===== src/rtl/cntr_pkg.sv =====
// ============================================================================
// Module   : cntr_pkg
// Brief    : Shared state encoding and next-state priority helper for the
//            parametrised loadable up/down counter.
// Revision : 1.0 - initial release
// ============================================================================
`default_nettype none

package cntr_pkg;

  localparam int STATE_W = 3;

  // Operation applied at the most recent clock edge
  localparam logic [STATE_W-1:0] ST_IDLE = 3'b000;
  localparam logic [STATE_W-1:0] ST_CLR  = 3'b001;
  localparam logic [STATE_W-1:0] ST_LOAD = 3'b010;
  localparam logic [STATE_W-1:0] ST_INC  = 3'b011;
  localparam logic [STATE_W-1:0] ST_DEC  = 3'b100;

  // Request priority: clear beats load, load beats counting, counting needs en
  function automatic logic [STATE_W-1:0] sel_state(
    input logic clr,
    input logic load,
    input logic en,
    input logic inc
  );
    logic [STATE_W-1:0] w_st;
    if (clr)
      w_st = ST_CLR;
    else if (load)
      w_st = ST_LOAD;
    else if (en && inc)
      w_st = ST_INC;
    else if (en)
      w_st = ST_DEC;
    else
      w_st = ST_IDLE;
    return w_st;
  endfunction

endpackage

`default_nettype wire


===== src/rtl/cntr_updn_nxt.sv =====
// ============================================================================
// Module   : cntr_updn_nxt
// Brief    : Combinational next-count / terminal-count / zero function of the
//            selected operation, the current count and the load value.
//            Optional macro CNTR_UPDN_SAT_EN: saturate at the range ends
//            instead of wrapping.
// Revision : 1.0 - initial release
// ============================================================================
`default_nettype none

module cntr_updn_nxt
  import cntr_pkg::*;
#(
  parameter int unsigned      WIDTH   = 8,
  parameter logic [WIDTH-1:0] MAX_VAL = {WIDTH{1'b1}}
) (
  input  logic [STATE_W-1:0] i_state,
  input  logic [WIDTH-1:0]   i_count,
  input  logic [WIDTH-1:0]   i_d_in,
  output logic [WIDTH-1:0]   o_count_nxt,
  output logic               o_tc_nxt,
  output logic               o_zero_nxt
);

  localparam logic [WIDTH-1:0] c_one  = {{(WIDTH-1){1'b0}}, 1'b1};
  localparam logic [WIDTH-1:0] c_zero = '0;

  logic w_at_max;
  logic w_at_zero;

  assign w_at_max  = (i_count == MAX_VAL);
  assign w_at_zero = (i_count == c_zero);

  // Next count and wrap/boundary pulse; unknown state codes behave as a hold
  always_comb begin
    o_count_nxt = i_count;
    o_tc_nxt    = 1'b0;
    case (i_state)
      ST_CLR: begin
        o_count_nxt = c_zero;
      end
      ST_LOAD: begin
        // Out-of-range loads clamp so the count never leaves 0..MAX_VAL
        o_count_nxt = (i_d_in > MAX_VAL) ? MAX_VAL : i_d_in;
      end
      ST_INC: begin
        o_tc_nxt = w_at_max;
`ifdef CNTR_UPDN_SAT_EN
        o_count_nxt = w_at_max ? MAX_VAL : (i_count + c_one);
`else
        o_count_nxt = w_at_max ? c_zero : (i_count + c_one);
`endif
      end
      ST_DEC: begin
        o_tc_nxt = w_at_zero;
`ifdef CNTR_UPDN_SAT_EN
        o_count_nxt = w_at_zero ? c_zero : (i_count - c_one);
`else
        o_count_nxt = w_at_zero ? MAX_VAL : (i_count - c_one);
`endif
      end
      default: begin
        o_count_nxt = i_count;
        o_tc_nxt    = 1'b0;
      end
    endcase
  end

  assign o_zero_nxt = (o_count_nxt == c_zero);

endmodule

`default_nettype wire


===== src/rtl/cntr_updn_n.sv =====
// ============================================================================
// Module   : cntr_updn_n
// Brief    : Parametrised loadable up/down counter with count enable,
//            synchronous clear, clamped load, modulus MAX_VAL, registered
//            terminal-count pulse and zero flag.
//            Optional macro CNTR_UPDN_SAT_EN: saturating instead of wrapping.
// Revision : 1.0 - initial release
// ============================================================================
`default_nettype none

module cntr_updn_n
  import cntr_pkg::*;
#(
  parameter int unsigned      WIDTH   = 8,
  parameter logic [WIDTH-1:0] MAX_VAL = {WIDTH{1'b1}}
) (
  input  logic               clk,
  input  logic               reset_n,
  input  logic               en,
  input  logic               clr,
  input  logic               load,
  input  logic               inc,
  input  logic [WIDTH-1:0]   d_in,
  output logic [WIDTH-1:0]   d_out,
  output logic               tc,
  output logic               zero,
  output logic [STATE_W-1:0] o_state
);

  logic [STATE_W-1:0] r_state;
  logic [WIDTH-1:0]   r_count;
  logic               r_tc;
  logic               r_zero;

  logic [STATE_W-1:0] w_state_nxt;
  logic [WIDTH-1:0]   w_count_nxt;
  logic               w_tc_nxt;
  logic               w_zero_nxt;

  // The operation is chosen from this edge's inputs, so count and state move together
  assign w_state_nxt = sel_state(clr, load, en, inc);

  cntr_updn_nxt #(
    .WIDTH   (WIDTH),
    .MAX_VAL (MAX_VAL)
  ) u_nxt (
    .i_state     (w_state_nxt),
    .i_count     (r_count),
    .i_d_in      (d_in),
    .o_count_nxt (w_count_nxt),
    .o_tc_nxt    (w_tc_nxt),
    .o_zero_nxt  (w_zero_nxt)
  );

  // State, count and flags registered together; reset clears them immediately
  always_ff @(posedge clk or negedge reset_n) begin
    if (!reset_n) begin
      r_state <= ST_IDLE;
      r_count <= '0;
      r_tc    <= 1'b0;
      r_zero  <= 1'b1;
    end else begin
      r_state <= w_state_nxt;
      r_count <= w_count_nxt;
      r_tc    <= w_tc_nxt;
      r_zero  <= w_zero_nxt;
    end
  end

  assign d_out   = r_count;
  assign tc      = r_tc;
  assign zero    = r_zero;
  assign o_state = r_state;

endmodule

`default_nettype wire


===== config.mk =====
export PLATFORM = sky130hd
export DESIGN_NAME = cntr_updn_n
export DESIGN_NICKNAME = d
export VERILOG_FILES = /design/src/rtl/cntr_pkg.sv /design/src/rtl/cntr_updn_nxt.sv /design/src/rtl/cntr_updn_n.sv
export SDC_FILE = /design/constraint.sdc
export NUM_CORES = 1
export LEC_CHECK = 0
export ABC_AREA = 1
export CAP_MARGIN = 20
export CORE_ASPECT_RATIO = 1.5
export CORE_UTILIZATION = 40
export DETAILED_ROUTE_END_ITERATION = 6
export GPL_ROUTABILITY_DRIVEN = 0
export PLACE_DENSITY = 0.77
export SLEW_MARGIN = 20
export SYNTH_ARGS = -nofsm -noshare
export SYNTH_HDL_FRONTEND = slang
export SYNTH_SLANG_ARGS = --single-unit

===== constraint.sdc =====
create_clock -name clk -period 1.9 [get_ports clk]
set_clock_uncertainty 0.2 [all_clocks]
set_input_delay 0.38 -clock clk [delete_from_list [all_inputs] [get_ports clk]]
set_output_delay 0.38 -clock clk [all_outputs]
set_load 0.005 [all_outputs]

After elaboration in Yosys (flattened, before gate mapping)

Index checks and enable logic that the tools add are counted.

Register bits: 13
Logic and storage cells: 24
Output and inout port bits: 13
Bits in latches: 0
Bits in writable memories: 0
Memories: 0
ROM bits: 0
Bits of input ports: 14

Shifts and indexed selects: 0
Bitwise gates (word level): 0
Mux-type cells: 9
Add/subtract/negate cells: 2
Divide/modulo/power cells: 0
Eq/ne operators: 5
$lt $le $gt $ge: 1
Multiply operators: 0
Reduce and logical (&&, ||, !) cells: 3

Operators by type and width:

| cell                | number |
|---|---|
| $pmux 8 s4          | 1 |
| $mux 8              | 3 |
| $logic_not 8->1     | 2 |
| $mux 3              | 4 |
| $add 8x1->8 const B | 1 |
| $eq 8x8->1 const B  | 1 |
| $gt 8x8->1 const B  | 1 |
| $sub 8x1->8 const B | 1 |
| $eq 3x2->1 const B  | 2 |
| $eq 3x1->1 const B  | 1 |
| $eq 3x3->1 const B  | 1 |
| $pmux 1 s2          | 1 |
| $logic_and 1x1->1   | 1 |

Depth between registers and ports, before layout

Depth after elaboration: 7
Depth in mapped cells: 12

Hierarchy

A second synthesis with hierarchy kept.

Cells, all modules: 175
Area, all modules: 1112.3 um^2

By module, submodules not included:

| module        | seq. area each (um^2) | cells each | area each (um^2) | instances |
|---|---|---|---|---|
| cntr_updn_nxt | 0.0                   | 153        | 749.5            | 1 |
| cntr_updn_n   | 326.6                 | 22         | 362.8            | 1 |

Worst setup path after synthesis

No wires, ideal clock.

Kind: reg2reg
Start point: register r_count[0], in the netlist d_out[0]
End point: register r_zero, in the netlist zero
Buffers on the path: 0
Arrival: 1484 ps
Stages on the path, launching flop included: 13
Setup time: 64 ps
Slack: 152 ps
Cell sequence: dfrtp_1 > inv_2 > ha_1 > nand2_1 > nor2_4 > nand2_1 > nand2_1 > nand3_1 > nand2_1 > nand3b_4 > nor2_2 > nand2_1 > nor2_2

Word-level cells in the longest chain between the ends: 4
Elaborated cells on any way between the ends: 8

RTL lines:

| what                                      | line                                     | RTL |
|---|---|---|
| from (decl)                               | cntr_updn_n.sv:31                        | `logic [WIDTH-1:0] r_count;` |
| from (signal assigned)                    | cntr_updn_n.sv:64                        | `r_count <= w_count_nxt;` |
| $sub 8x1->8, or another cell as far along | cntr_updn_nxt.sv:59                      | `o_count_nxt = w_at_zero ? MAX_VAL : (i_count - c_one);` |
| $mux 8 (on tied branches)                 | cntr_updn_nxt.sv:59, cntr_updn_nxt.sv:51 |  |
| $pmux 8 s4 *                              | cntr_updn_nxt.sv:38                      | `case (i_state)` |
| named net u_nxt.o_count_nxt[6]            | cntr_updn_nxt.sv:20                      | `output logic [WIDTH-1:0] o_count_nxt,` |
| $logic_not 8->1 *                         | cntr_updn_nxt.sv:69                      | `assign o_zero_nxt = (o_count_nxt == c_zero);` |
| named net u_nxt.o_zero_nxt                | cntr_updn_nxt.sv:22                      | `output logic o_zero_nxt` |
| to (signal assigned)                      | cntr_updn_n.sv:66                        | `r_zero <= w_zero_nxt;` |
| to (decl)                                 | cntr_updn_n.sv:33                        | `logic r_zero;` |

The timed path passes the listed nets; every way through them passes the cells marked *.

Worst setup path after layout

Same ends and word-level chain as after synthesis.

==> impl_results.md <==
- Status: finished, final reports clean
- # hold bufs at CTS: 0
- Synth top area cells: dfrtp_1, nand2_1, nand3_1, nor2_1, inv_1
- MaxCap Viol Count: 0
- Mapped Avg Cell Area: 6.61 sq um
- RSZ-0062 raised after global routing: true
- Critical path's most frequent cell: nand2_1
- Vias in the first global route: 1185
- Crit. End Element: flip-flop
- Crit share post-route: 0.976
- Share of cells above drive strength 1: 0.291
- Die width: 44.1 um
- Library cells used by synthesis: 26
- P per Cell Area: 530 nW/um^2
- Crit Path Class: flip-flop to flip-flop
- Clock Latency Late Sink: 280 ps
- Count of final hold-check violations: 0
- Clock sink total: 13
- H-tree levels: 1
- Crit path DAT: 1870 ps
- GRT overflow: 0
- Area of the multi-input gates: 659 sq um
- Layout area overhead: 50.1%
- Worst-path cell chain: inv_2, buf_4, ha_2, nand2_1, nor2_1, inv_2, nand3_1, nand2_1, nand4_1, nor2_1, nand2_1, nor2_2
- Cts bufs inserted: 3
- Met1 Resource Use GR: 0.271
- DR iter-0 viols: 51
- WP buf/inv: 3
- Post-synthesis sequential area ratio: 0.307
- Top cell type's share of synthesized area: 0.282
- GR Layer Usage met2: 0.434
- Layout Cell Area excl Fill: 1600 sq um
- Global routing met3 resource utilization: 0.0110
- Synth Net Count: 178
- Vias: 1270
- Chip Height: 65.2 um
- Worst path max stage delay: 400 ps
- Row cnt: 22
- Vias per cell: 5.36
- Clk buf depth: 2
- Setup slack, reg-to-reg: 40 ps
- Setup TNS: 0 ps
- Die Area: 2880 sq um
- Fin crit period: 1860 ps
- Io pins: 27
- Worst Path Max Fanout: 5
- PortBufs: 26
- Crit path max-delay family: simple AND/OR/NAND/NOR gates
- DRC: 0
- Tightest Hold Check Type: primary input to asynchronous set/reset pin
- Ys Warns: 0
- Fin nets: 231
- Mapped Cells: 161
- Worst slew margin: 0.699
- Clock root buffer: clkbuf_4
- Hpwl dp: 2.40 mm
- R2r startpoint: d_out[0]
- Initial cell density of the core: 0.430
- Worst Setup EP: zero
- Final Max Slew Viols: 0
- CP Launch Type: flip-flop
- Pin count of the biggest net entering global routing: 14
- Fillers: 208
- Power Total: 846 uW
- Routed WL: 3.14 mm
- Synthesized cell area: 1060 sq um
- CTS tree: built
- Most Crowded Layer GR: met2
- Static Leakage: 0.000826 uW
- CORE AREA: 2480 sq um
- Post-route antenna net violation count: 0
- CP max-delay cell: dfrtp_1
- Critical R2R Capture: zero
- Crit path required time: 1920 ps
- Final setup vio count: 0
- N_diodes: 0
- Peak VDD IR: 384 uV
- Yosys top cell by area: dfrtp_1
- Wire length per cell: 13.2 um
- Fmax: 539 MHz
- Seq. cell area: 334 sq um
- CP startpoint: d_out[0]
- Clock transition at path regs: 80 ps
- GRT Resource Usage Total: 0.235
- Initial antenna violation count: 0
- Post-place instance area: 1450 sq um
- DRT Pass-1 Iters: 4
- First-pass GRT wire length: 5.12 mm
- Number of synthesized register bits: 13
- Worst reg-to-reg path cell count: 12
- Worst slew pin tran: 450 ps
- Critical Path Stages: 12
Yosys cell counts:
master     instances
nand2_1           53
nor2_1            16
inv_1             15
nand3_1           15
dfrtp_1           12
nand4_1            8
nor2_2             7
inv_2              5
o21ai_0            4
a21oi_1            3
buf_2              3
ha_1               3
nor2_4             3
o21ai_1            2
and3_1             1
buf_4              1
clkinv_1           1
dfstp_2            1
nand2_4            1
nand3_2            1
nand3b_4           1
nand4_2            1
o2111ai_1          1
o32ai_1            1
or2_2              1
xor2_1             1
worst register-to-register path: cells and delay by family (launching register included):
family | cells | cell delay [ps]
and+or+nand+nor | 8 | 710
buffers and inverters | 3 | 300
adders and majority gates | 1 | 180
DFF | 1 | 400
through the flow:
stage                     setup WS [ps]   util  std cells  hold WS [ps]
after floorplan                     152      -        161          -116
after CTS                          3.86  0.606        229           197
after global routing              -65.4  0.645        237           211
after global placement             -182  0.586        223           409
after detailed placement           -203  0.586        223           393
final                              44.8  0.645        237           198
flip-flops by register name, summed over array words and instances (netlist names):
signal,count
zero,1
tc,1
o_state,3
d_out,8
cell usage in the layout, fill, tap and decap left out, types with 2 or more instances in the layout:
master and count:
clkdlybuf4s50_1 19, o21ai_0 4, nor2_4 4, a21oi_1 3
buf_6 2, dfrtp_1 6, dlymetal6s2s_1 4, ha_2 3
o21ai_1 2, dlygate4sd2_1 3, inv_2 5, buf_4 24
nand3_1 14, dfrtp_2 6, nand4_1 8, inv_1 15
nor2_1 16, clkbuf_4 3, nor2_2 6, nand2_2 2
nand2_1 51, nand3_2 2
kinds of logic after synthesis:
kind of cell	after synthesis	share of synthesized area
DFF	13	0.307
adders and majority gates	3	0.0353
and+or+nand+nor	108	0.496
xor gates and xnor gates	1	0.00823
AOI/OAI and AO/OA	11	0.0588
buffers and inverters	25	0.0952
where the power goes:
part           total [uW]  switching [uW]  internal, uW
Sequential            337            35.0           302
Clock                 169            87.2          81.6
Combinational         340             169           172
Total                 846             291           555
cell type report:
cell class,instances,share of cell area
multi-input combinational,123,0.413
timing repair buffer,52,0.294
sequential,13,0.209
inverter,21,0.0493
tap,24,0.0188
clock buffer,4,0.0164
routing by layer:
layer	vias up	part of all wire	wire length (um)
met4	0	0.021	67
li1	617	-	-
met1	596	0.38	1190
met3	7	0.054	168
met5	-	0	0
met2	50	0.55	1710
worst min path at each step:
stage / start / end / slack (ps) / depth (start not counted)
6_report: reset_n / d_out[0] / 200 / 2
5_1_grt: reset_n / d_out[0] / 210 / 2
4_1_cts: reset_n / d_out[0] / 200 / 2
3_5_place_dp: d_out[1] / d_out[1] / 390 / 2
3_3_place_gp: d_out[1] / d_out[1] / 410 / 2
2_1_floorplan: reset_n / d_out[0] / -120 / 0
timing repair:
item                       CTS  global route
setup endpoints to repair    8             4
pin swaps                    0             2
setup buffers                2             8
gates resized for setup     10            12
No activity file was read; power rests on OpenSTA's default activity.
